--- config.mk ---
export PLATFORM = sky130hd
export DESIGN_NAME = csi2tx_sync_update_ctrl
export DESIGN_NICKNAME = d
export VERILOG_FILES = /design/src/rtl/csi2tx_sync_update_ctrl.sv
export SDC_FILE = /design/constraint.sdc
export NUM_CORES = 1
export LEC_CHECK = 0
export CAP_MARGIN = 20
export CORE_UTILIZATION = 52
export CTS_CLUSTER_DIAMETER = 200
export DETAILED_ROUTE_END_ITERATION = 16
export PLACE_DENSITY_LB_ADDON = 0.12
export SYNTH_ARGS = -nofsm -noshare
export SYNTH_HDL_FRONTEND = slang
export SYNTH_SLANG_ARGS = --single-unit
--- constraint.sdc ---
create_clock -name clk_src -period 2.5 [get_ports clk_src]
set_input_delay 0.25 -clock clk_src [delete_from_list [all_inputs] [get_ports clk_src]]
set_output_delay 0.25 -clock clk_src [all_outputs]
set_load 0.03 [all_outputs]
--- src/rtl/csi2tx_sync_update_ctrl.sv ---
// ---------------------------------------------------------------------------
// csi2tx_sync_update_ctrl
//
// Source-domain launch controller that feeds a mux-based clock-domain
// synchronizer. Each accepted update is presented on sync_data together with
// a one-cycle sync_enable pulse, and sync_data is then held stable for
// GUARD_CYCLES cycles so the far side can deliver and capture it. Writes that
// land inside that window are parked in a one-deep pending slot (latest
// value wins). Every parked value that gets overwritten before launch is
// counted in a saturating counter.
//
// Parameters:
//   DATA_WIDTH   - width of the update data
//   INIT_VALUE   - reset value of sync_data; keep equal to the synchronizer's
//   GUARD_CYCLES - hold time after each pulse, legal range 1..255
//
// Ports:
//   clk_src      in   source-domain clock (only clock in this block)
//   rsta_n       in   asynchronous active-low reset
//   wr_en        in   one-cycle write strobe from the register block
//   wr_data      in   write data, sampled when wr_en=1
//   coalesce_clr in   synchronous clear of coalesce_cnt
//   sync_data    out  registered data to the synchronizer's in_data
//   sync_enable  out  registered one-cycle launch pulse
//   busy         out  high while not idle
//   pending      out  high while the pending slot holds an unlaunched value
//   coalesce_cnt out  saturating count of overwritten pending values
// ---------------------------------------------------------------------------
module csi2tx_sync_update_ctrl #(
    parameter int                    DATA_WIDTH   = 32,
    parameter logic [DATA_WIDTH-1:0] INIT_VALUE   = '0,
    parameter int                    GUARD_CYCLES = 8
) (
    input  logic                  clk_src,
    input  logic                  rsta_n,
    input  logic                  wr_en,
    input  logic [DATA_WIDTH-1:0] wr_data,
    input  logic                  coalesce_clr,
    output logic [DATA_WIDTH-1:0] sync_data,
    output logic                  sync_enable,
    output logic                  busy,
    output logic                  pending,
    output logic [7:0]            coalesce_cnt
);

    typedef enum logic [1:0] {
        IDLE   = 2'd0,
        LAUNCH = 2'd1,
        GUARD  = 2'd2
    } state_t;

    // The counter is loaded with GUARD_CYCLES-1 and runs down to 0, so the
    // GUARD state spans exactly GUARD_CYCLES cycles.
    localparam logic [7:0] GUARD_LOAD = 8'(GUARD_CYCLES - 1);

    state_t                state;
    state_t                state_nxt;
    logic [7:0]            guard_cnt;
    logic [7:0]            guard_cnt_nxt;
    logic [DATA_WIDTH-1:0] sync_data_nxt;
    logic [DATA_WIDTH-1:0] pend_data;
    logic [DATA_WIDTH-1:0] pend_data_nxt;
    logic                  pending_nxt;
    logic                  coalesce_inc;

    // Next-state logic. A launch (entry into LAUNCH) is the only place where
    // sync_data is reloaded, which keeps it frozen for the whole guard window.
    // Writes that cannot launch immediately go to the pending slot; if the
    // slot was already full, the older value is dropped and counted.
    always_comb begin
        state_nxt     = state;
        guard_cnt_nxt = guard_cnt;
        sync_data_nxt = sync_data;
        pend_data_nxt = pend_data;
        pending_nxt   = pending;
        coalesce_inc  = 1'b0;

        case (state)
            IDLE: begin
                if (wr_en) begin
                    sync_data_nxt = wr_data;
                    state_nxt     = LAUNCH;
                end
            end

            LAUNCH: begin
                state_nxt     = GUARD;
                guard_cnt_nxt = GUARD_LOAD;
                if (wr_en) begin
                    pend_data_nxt = wr_data;
                    pending_nxt   = 1'b1;
                    coalesce_inc  = pending;
                end
            end

            GUARD: begin
                if (guard_cnt == 8'd0) begin
                    // A fresh write on the last guard cycle beats the parked
                    // value; the parked value is then the one discarded.
                    if (wr_en) begin
                        sync_data_nxt = wr_data;
                        state_nxt     = LAUNCH;
                        pending_nxt   = 1'b0;
                        coalesce_inc  = pending;
                    end else if (pending) begin
                        sync_data_nxt = pend_data;
                        state_nxt     = LAUNCH;
                        pending_nxt   = 1'b0;
                    end else begin
                        state_nxt = IDLE;
                    end
                end else begin
                    guard_cnt_nxt = guard_cnt - 8'd1;
                    if (wr_en) begin
                        pend_data_nxt = wr_data;
                        pending_nxt   = 1'b1;
                        coalesce_inc  = pending;
                    end
                end
            end

            default: begin
                state_nxt = IDLE;
            end
        endcase
    end

    // State and datapath registers. sync_enable and busy are registered
    // decodes of the next state so they line up exactly with LAUNCH / non-IDLE
    // without any combinational path to the synchronizer.
    always_ff @(posedge clk_src or negedge rsta_n) begin
        if (!rsta_n) begin
            state       <= IDLE;
            guard_cnt   <= 8'd0;
            sync_data   <= INIT_VALUE;
            pend_data   <= '0;
            pending     <= 1'b0;
            sync_enable <= 1'b0;
            busy        <= 1'b0;
        end else begin
            state       <= state_nxt;
            guard_cnt   <= guard_cnt_nxt;
            sync_data   <= sync_data_nxt;
            pend_data   <= pend_data_nxt;
            pending     <= pending_nxt;
            sync_enable <= (state_nxt == LAUNCH);
            busy        <= (state_nxt != IDLE);
        end
    end

    // Coalesce counter: clear has priority over a same-cycle increment, and
    // the count sticks at 255 rather than wrapping.
    always_ff @(posedge clk_src or negedge rsta_n) begin
        if (!rsta_n) begin
            coalesce_cnt <= 8'd0;
        end else if (coalesce_clr) begin
            coalesce_cnt <= 8'd0;
        end else if (coalesce_inc && (coalesce_cnt != 8'hFF)) begin
            coalesce_cnt <= coalesce_cnt + 8'd1;
        end
    end

endmodule

==> flow_metrics.py, run 1 <==
metrics = {
    "outcome": {
        "outcome": "finished clean",
    },
    "place": {
        "placement.io_buffers": 78,
        "postPlaceCellArea_um2": 5050,
        "gp_congestion": 0.817,
        "dpl.hpwl_mm": 5.49,
        "post-place-cells": 476,
    },
    "synthesis": {
        "synth-seq-area-share_pct": 51.7,
        "synth.yosys.warnings": 0,
        "synthCells": 302,
        "syn-num-nets": 344,
        "netlist_area_um2": 4120,
        "post_synth.cell_area_avg_um2": 13.6,
        "ys_types": 44,
        "postSynth.asyncResetShare_pct": 100,
        "synth_edf_count": 0,
        "synth.ff_latch_count": 85,
        "synth_ff_type": "sky130_fd_sc_hd__dfrtp_1",
    },
    "job": {
        "max-cap-violations": 0,
    },
    "critical_path": {
        "setup.worst_path.class": "register to register",
        "path_cells": "inv_1, ha_1, nand3_1, o21bai_1, or4_1, a21oi_1",
        "cp.required_ps": 2760,
        "timing.rr.end": "coalesce_cnt[5]",
        "crit_path_max_delay_family": "simple AND/OR/NAND/NOR gates",
        "worstSetupStartpointType": "register",
        "setup.worst_path.end_class": "register",
        "r2r_setup_slack_ps": 340,
        "timing.critical_path.arrival_ps": 2420,
        "crit_path_max_incr_delay_ps": 550,
        "rr_startpoint": "state[0]",
        "worstPathBufferInverterCount": 1,
        "crit_path_max_fanout": 12,
        "critical-path-slowest-cell": "sky130_fd_sc_hd__or4_1",
        "worst_r2r_path_depth": 6,
    },
    "timing": {
        "finClkSkew_ps": 5.92,
        "number_of_slew_limit_violations_in_the_final_report": 0,
        "worst_pin_slew_ps": 768,
        "min_period_over_period_pct": 86.3,
        "setup_tns_ps": 0,
        "period_needed_ps": 2160,
        "finalSetupViolCount": 0,
        "finalHoldViolCount": 0,
        "timing_limited_maximum_frequency_ghz": 0.463,
        "rsz_0062_raised_after_global_routing": "false",
        "maxSlewHeadroom_pct": 48.7,
    },
    "clocking": {
        "cts_root_buf": "sky130_fd_sc_hd__clkbuf_8",
        "cts_num_sinks": 85,
        "post_cts.repair.setup_buffers": 0,
        "cts_tree": "built",
        "cts-hold-fix-buffers": 1,
        "cts_made_buffers": 9,
        "clk_path_buf_depth": 2,
        "clk-insertion-delay-late_ps": 340,
        "cts.clk_slew.worst_paths_ps": 80,
        "post_cts.resized_instances": 0,
        "htree_num_levels": 3,
    },
    "floorplan": {
        "dieArea_um2": 8270,
        "start_util_pct": 53.5,
        "io_pins": 79,
        "chipWidth_um": 91.0,
        "core.rowCount": 32,
        "core_area_um2": 7690,
        "die_h_um": 91.0,
    },
    "power": {
        "power.density_cell_area_nw_per_um2": 1210,
        "leakagePower_nw": 2.22,
        "ir_drop_v": 0.000582,
    },
    "routing": {
        "highest-signal-layer": "met4",
        "route.final.wire_length_mm": 8.05,
        "via_per_inst": 5.56,
        "firstDrtPassIters": 4,
        "met2WireLength_mm": 3.91,
        "met1_length_mm": 3.69,
        "detail-route-antenna-nets": 0,
        "detailedRoute.firstIterationViolations": 121,
        "met3_wirelength_um": 386,
        "avgRoutedWirePerCell_um": 16.4,
        "post-route-drc-count": 0,
        "routed-via-count": 2731,
    },
    "global_route": {
        "grt.total_usage_pct": 20.7,
        "grt_antenna_before_repair": 0,
        "grt_overflow": 0,
        "global_route_wire_length_before_repair_mm": 13.4,
        "grt_pass1_vias": 2833,
        "grt_start_max_net_pins": 44,
    },
    "layout": {
        "stdcell_count": 491,
        "layout.filler_cells": 601,
        "drive_gt1_share_pct": 32.4,
        "area_delta_synth_final_pct": 27.3,
        "finalInstanceArea_um2": 5240,
        "n_diodes": 0,
        "multi_input_comb_area_um2": 1850,
        "finish.net_count": 428,
        "sequential_cell_area_um2": 2130,
    },
    "min_path": {
        "worstHoldPathType": "primary input to asynchronous set/reset pin",
    },
}
metrics by stage:
stage	hold WS, ps	utilization (%)	power, mW	worst slack, ps
after detailed placement	287	65.7	5.46	327
after global placement	289	65.7	5.39	358
final	441	68.2	6.34	341
after CTS	457	68.2	6.40	345
after floorplan	-45.6	-	4.39	442
after global routing	484	68.2	6.68	165
cells in the mapped netlist, drive strengths merged, types with 2 or more instances:
cell	number	area, um^2
nand2	9	33.8
or4	5	38.8
or3	3	18.8
o21ai	10	50.1
xor2	2	17.5
ha	6	75.1
clkbuf	5	18.8
o211ai	3	22.5
mux2	96	1190
buf	10	80.1
a21oi	13	65.1
nand3	7	40.0
dfrtp	85	2130
nor2	5	18.8
nor3	5	25.0
inv	9	33.8
xnor2	2	17.5
o31ai	4	30.0
o22ai	4	25.0
cell type report:
cell class                      count  share of cell area (%)
Sequential cell                    85                    40.6
Multi-Input combinational cell    192                    35.3
Timing Repair Buffer               88                    17.5
Tap cell                          102                    2.44
Clock buffer                        9                    2.36
Clock inverter                      5                    1.03
Inverter                           10                   0.716
how the worst max path moves through the flow:
stage                  start              end  cells after the start
finish              state[0]  coalesce_cnt[5]                      6
global route        state[0]  coalesce_cnt[5]                      6
CTS                 state[0]  coalesce_cnt[5]                      6
detailed placement     wr_en  coalesce_cnt[5]                      5
global placement       wr_en    sync_data[31]                      6
floorplan           state[0]     sync_data[0]                      7
layout by cell type, fill, tap and decap left out, types with 6 or more instances in the layout:
| cell type | netlist | final |
|---|---|---|
| sky130_fd_sc_hd__a21oi_1 | 13 | 13 |
| sky130_fd_sc_hd__clkbuf_8 | 0 | 9 |
| sky130_fd_sc_hd__clkdlybuf4s50_1 | 0 | 77 |
| sky130_fd_sc_hd__dfrtp_1 | 85 | 85 |
| sky130_fd_sc_hd__ha_1 | 6 | 6 |
| sky130_fd_sc_hd__inv_1 | 9 | 9 |
| sky130_fd_sc_hd__mux2_2 | 66 | 66 |
| sky130_fd_sc_hd__mux2_4 | 30 | 30 |
| sky130_fd_sc_hd__nand2_1 | 9 | 9 |
| sky130_fd_sc_hd__nand3_1 | 6 | 6 |
| sky130_fd_sc_hd__o21ai_0 | 10 | 10 |
where the power goes:
part	leakage [nW]	switching (mW)	internal, mW
registers	1.02	0.371	1.98
clock network	0.0947	0.461	0.447
logic	1.11	1.44	1.64
total	2.22	2.27	4.07
cells by family (layout without fill, tap and decap cells):
| group | count (synthesis) | count (layout) | share of synthesized area [%] |
|---|---|---|---|
| mux | 97 | 97 | 29.2 |
| flops | 85 | 85 | 51.7 |
| compound gates | 44 | 44 | 7.24 |
| simple gates | 41 | 41 | 5.84 |
| buf+inv | 25 | 112 | 3.31 |
| fa+ha+maj | 6 | 6 | 1.82 |
| xor+xnor | 4 | 4 | 0.851 |
layer usage:
metal / global-route usage [%] / vias to the layer above
li1: - / 1267
met1: 27.6 / 1389
met2: 33.5 / 68
met3: 5.19 / 7
met4: 6.08 / 0
met5: 0 / -
registers in the layout (all words and copies together) (netlist names):
| register | cells |
|---|---|
| pend_data | 32 |
| sync_data | 32 |
| coalesce_cnt | 8 |
| guard_cnt | 8 |
| state | 2 |
| busy | 1 |
| pending | 1 |
| sync_enable | 1 |
worst register-to-register path: stages (launching register included):
cell,delay [ps]
sky130_fd_sc_hd__dfrtp_1,430
sky130_fd_sc_hd__inv_1,100
sky130_fd_sc_hd__ha_1,330
sky130_fd_sc_hd__nand3_1,120
sky130_fd_sc_hd__o21bai_1,370
sky130_fd_sc_hd__or4_1,550
sky130_fd_sc_hd__a21oi_1,190
Power figures use the tool's default switching activity.
==> inputs of run 2 (changes only) <==
==> constraint.sdc (replaced) <==
create_clock -name clk_src -period 2.5 [get_ports clk_src]
set_input_delay 0.5 -clock clk_src [delete_from_list [all_inputs] [get_ports clk_src]]
set_output_delay 0.5 -clock clk_src [all_outputs]
set_load 0.03 [all_outputs]
==> run 2 against run 1 <==
Effect of this change: cell count grew 0.20%; cell area grew 0.74%; critical path depth is the same; critical path type unchanged.
==> flow_metrics.py, run 2 (same netlist as run 1, synthesis figures left out) <==
metrics = {
    "clocking": {
        "cts.clk_slew.worst_paths_ps": 90,
        "cts_tree": "built",
        "htree_num_levels": 3,
        "cts_root_buf": "sky130_fd_sc_hd__clkbuf_8",
        "clk-insertion-delay-late_ps": 360,
        "cts_made_buffers": 9,
        "post_cts.resized_instances": 0,
        "post_cts.repair.setup_buffers": 0,
        "clk_path_buf_depth": 2,
        "cts-hold-fix-buffers": 0,
        "cts_num_sinks": 85,
    },
    "routing": {
        "avgRoutedWirePerCell_um": 16.8,
        "detailedRoute.firstIterationViolations": 66,
        "via_per_inst": 5.53,
        "firstDrtPassIters": 4,
        "routed-via-count": 2721,
        "detail-route-antenna-nets": 0,
        "post-route-drc-count": 0,
        "route.final.wire_length_mm": 8.25,
    },
    "power": {
        "ir_drop_v": 0.000675,
        "power.density_cell_area_nw_per_um2": 1240,
        "leakagePower_nw": 2.23,
    },
    "floorplan": {
        "die_h_um": 91.0,
        "core_area_um2": 7690,
        "dieArea_um2": 8270,
        "core.rowCount": 32,
        "start_util_pct": 53.5,
        "chipWidth_um": 91.0,
        "io_pins": 79,
    },
    "timing": {
        "finalHoldViolCount": 0,
        "min_period_over_period_pct": 86.6,
        "maxSlewHeadroom_pct": 49.2,
        "setup_tns_ps": 0,
        "number_of_slew_limit_violations_in_the_final_report": 0,
        "worst_pin_slew_ps": 760,
        "worst_hold_slack_ps": 55.9,
        "finalSetupViolCount": 0,
        "timing_limited_maximum_frequency_ghz": 0.462,
        "rsz_0062_raised_after_global_routing": "false",
        "finClkSkew_ps": 11.2,
        "period_needed_ps": 2160,
    },
    "critical_path": {
        "setup.worst_path.end_class": "register",
        "crit_path_max_fanout": 12,
        "worstSetupStartpointType": "register",
        "timing.rr.end": "coalesce_cnt[7]",
        "cp.required_ps": 2780,
        "timing.critical_path.arrival_ps": 2440,
        "path_cells": "inv_1, ha_1, nand3_1, o21bai_1, or4_1, a21oi_1",
        "r2r_setup_slack_ps": 340,
        "crit_path_max_incr_delay_ps": 550,
        "worst_r2r_path_depth": 6,
        "setup.worst_path.class": "register to register",
        "critical-path-slowest-cell": "sky130_fd_sc_hd__or4_1",
        "rr_startpoint": "state[0]",
    },
    "global_route": {
        "global_route_wire_length_before_repair_mm": 14.0,
        "grt_start_max_net_pins": 41,
        "grt_pass1_vias": 2826,
        "grt_antenna_before_repair": 0,
        "grt_overflow": 0,
        "grt.total_usage_pct": 21.7,
    },
    "layout": {
        "finalInstanceArea_um2": 5280,
        "mostFrequentLayoutCell": "sky130_fd_sc_hd__dfrtp_1",
        "n_diodes": 0,
        "area_delta_synth_final_pct": 28.3,
        "reg_top3": "pend_data x32, sync_data x32",
        "sequential_cell_area_um2": 2130,
        "multi_input_comb_area_um2": 1850,
        "finish.net_count": 427,
        "drive_gt1_share_pct": 32.3,
        "most-common-layout-cells": "85 x sky130_fd_sc_hd__dfrtp_1, 77 x sky130_fd_sc_hd__clkdlybuf4s50_1, 66 x sky130_fd_sc_hd__mux2_2",
        "layout.filler_cells": 579,
    },
    "place": {
        "placement.io_buffers": 78,
        "dpl.hpwl_mm": 5.47,
        "gp_congestion": 0.835,
        "postPlaceCellArea_um2": 5050,
    },
    "outcome": {
        "outcome": "finished clean",
    },
    "job": {
        "max-cap-violations": 0,
    },
    "min_path": {
        "worstHoldPathType": "primary input to asynchronous set/reset pin",
    },
}
run 2: critical path, delay by kind of cell (launching register included):
family	cells	cell delay [ps]
DFF	1	450
buffers and inverters	1	90
and+or+nand+nor	2	690
adders and majority gates	1	340
AOI/OAI and AO/OA	2	520
run 2: where the power goes:
group	leakage, nW	switching, mW	internal (mW)	total, mW
logic	1.10	1.45	1.64	3.09
clock network	0.110	0.486	0.619	1.10
registers	1.02	0.372	1.98	2.35
total	2.23	2.31	4.24	6.55
run 2: through the flow:
step           utilization (%)  total power [mW]  instances  setup slack [ps]
2_1_floorplan                -              4.39        302               442
3_3_place_gp              65.7              5.38        476               152
3_5_place_dp              65.7              5.47        476               144
4_1_cts                   68.7              6.60        492               347
5_1_grt                   68.7              6.88        492               145
6_report                  68.7              6.55        492               336
run 2: routing by layer:
metal  global-route usage, %  routed length [um]  vias to the layer above
met2                    34.8                3980                       69
met3                    5.61                 413                       11
met4                    8.20                 131                        0
met5                       0                   0                        -
met1                    28.4                3730                     1371
li1                        -                   -                     1270
run 2: worst max-delay path by stage:
stage / start / to / slack, ps / cells after the start
6_report: state[0] / coalesce_cnt[7] / 340 / 6
3_3_place_gp: wr_en / coalesce_cnt[7] / 150 / 5
4_1_cts: state[0] / sync_data[22] / 350 / 7
5_1_grt: guard_cnt[0] / busy / 150 / 6
2_1_floorplan: state[0] / sync_data[0] / 440 / 7
3_5_place_dp: wr_en / coalesce_cnt[7] / 140 / 5
run 2: layout make-up:
class / count / area share [%]
Inverter: 10 / 0.711
Sequential cell: 85 / 40.3
Tap cell: 102 / 2.42
Multi-Input combinational cell: 192 / 35.1
Clock inverter: 3 / 1.28
Clock buffer: 13 / 3.01
Timing Repair Buffer: 87 / 17.2
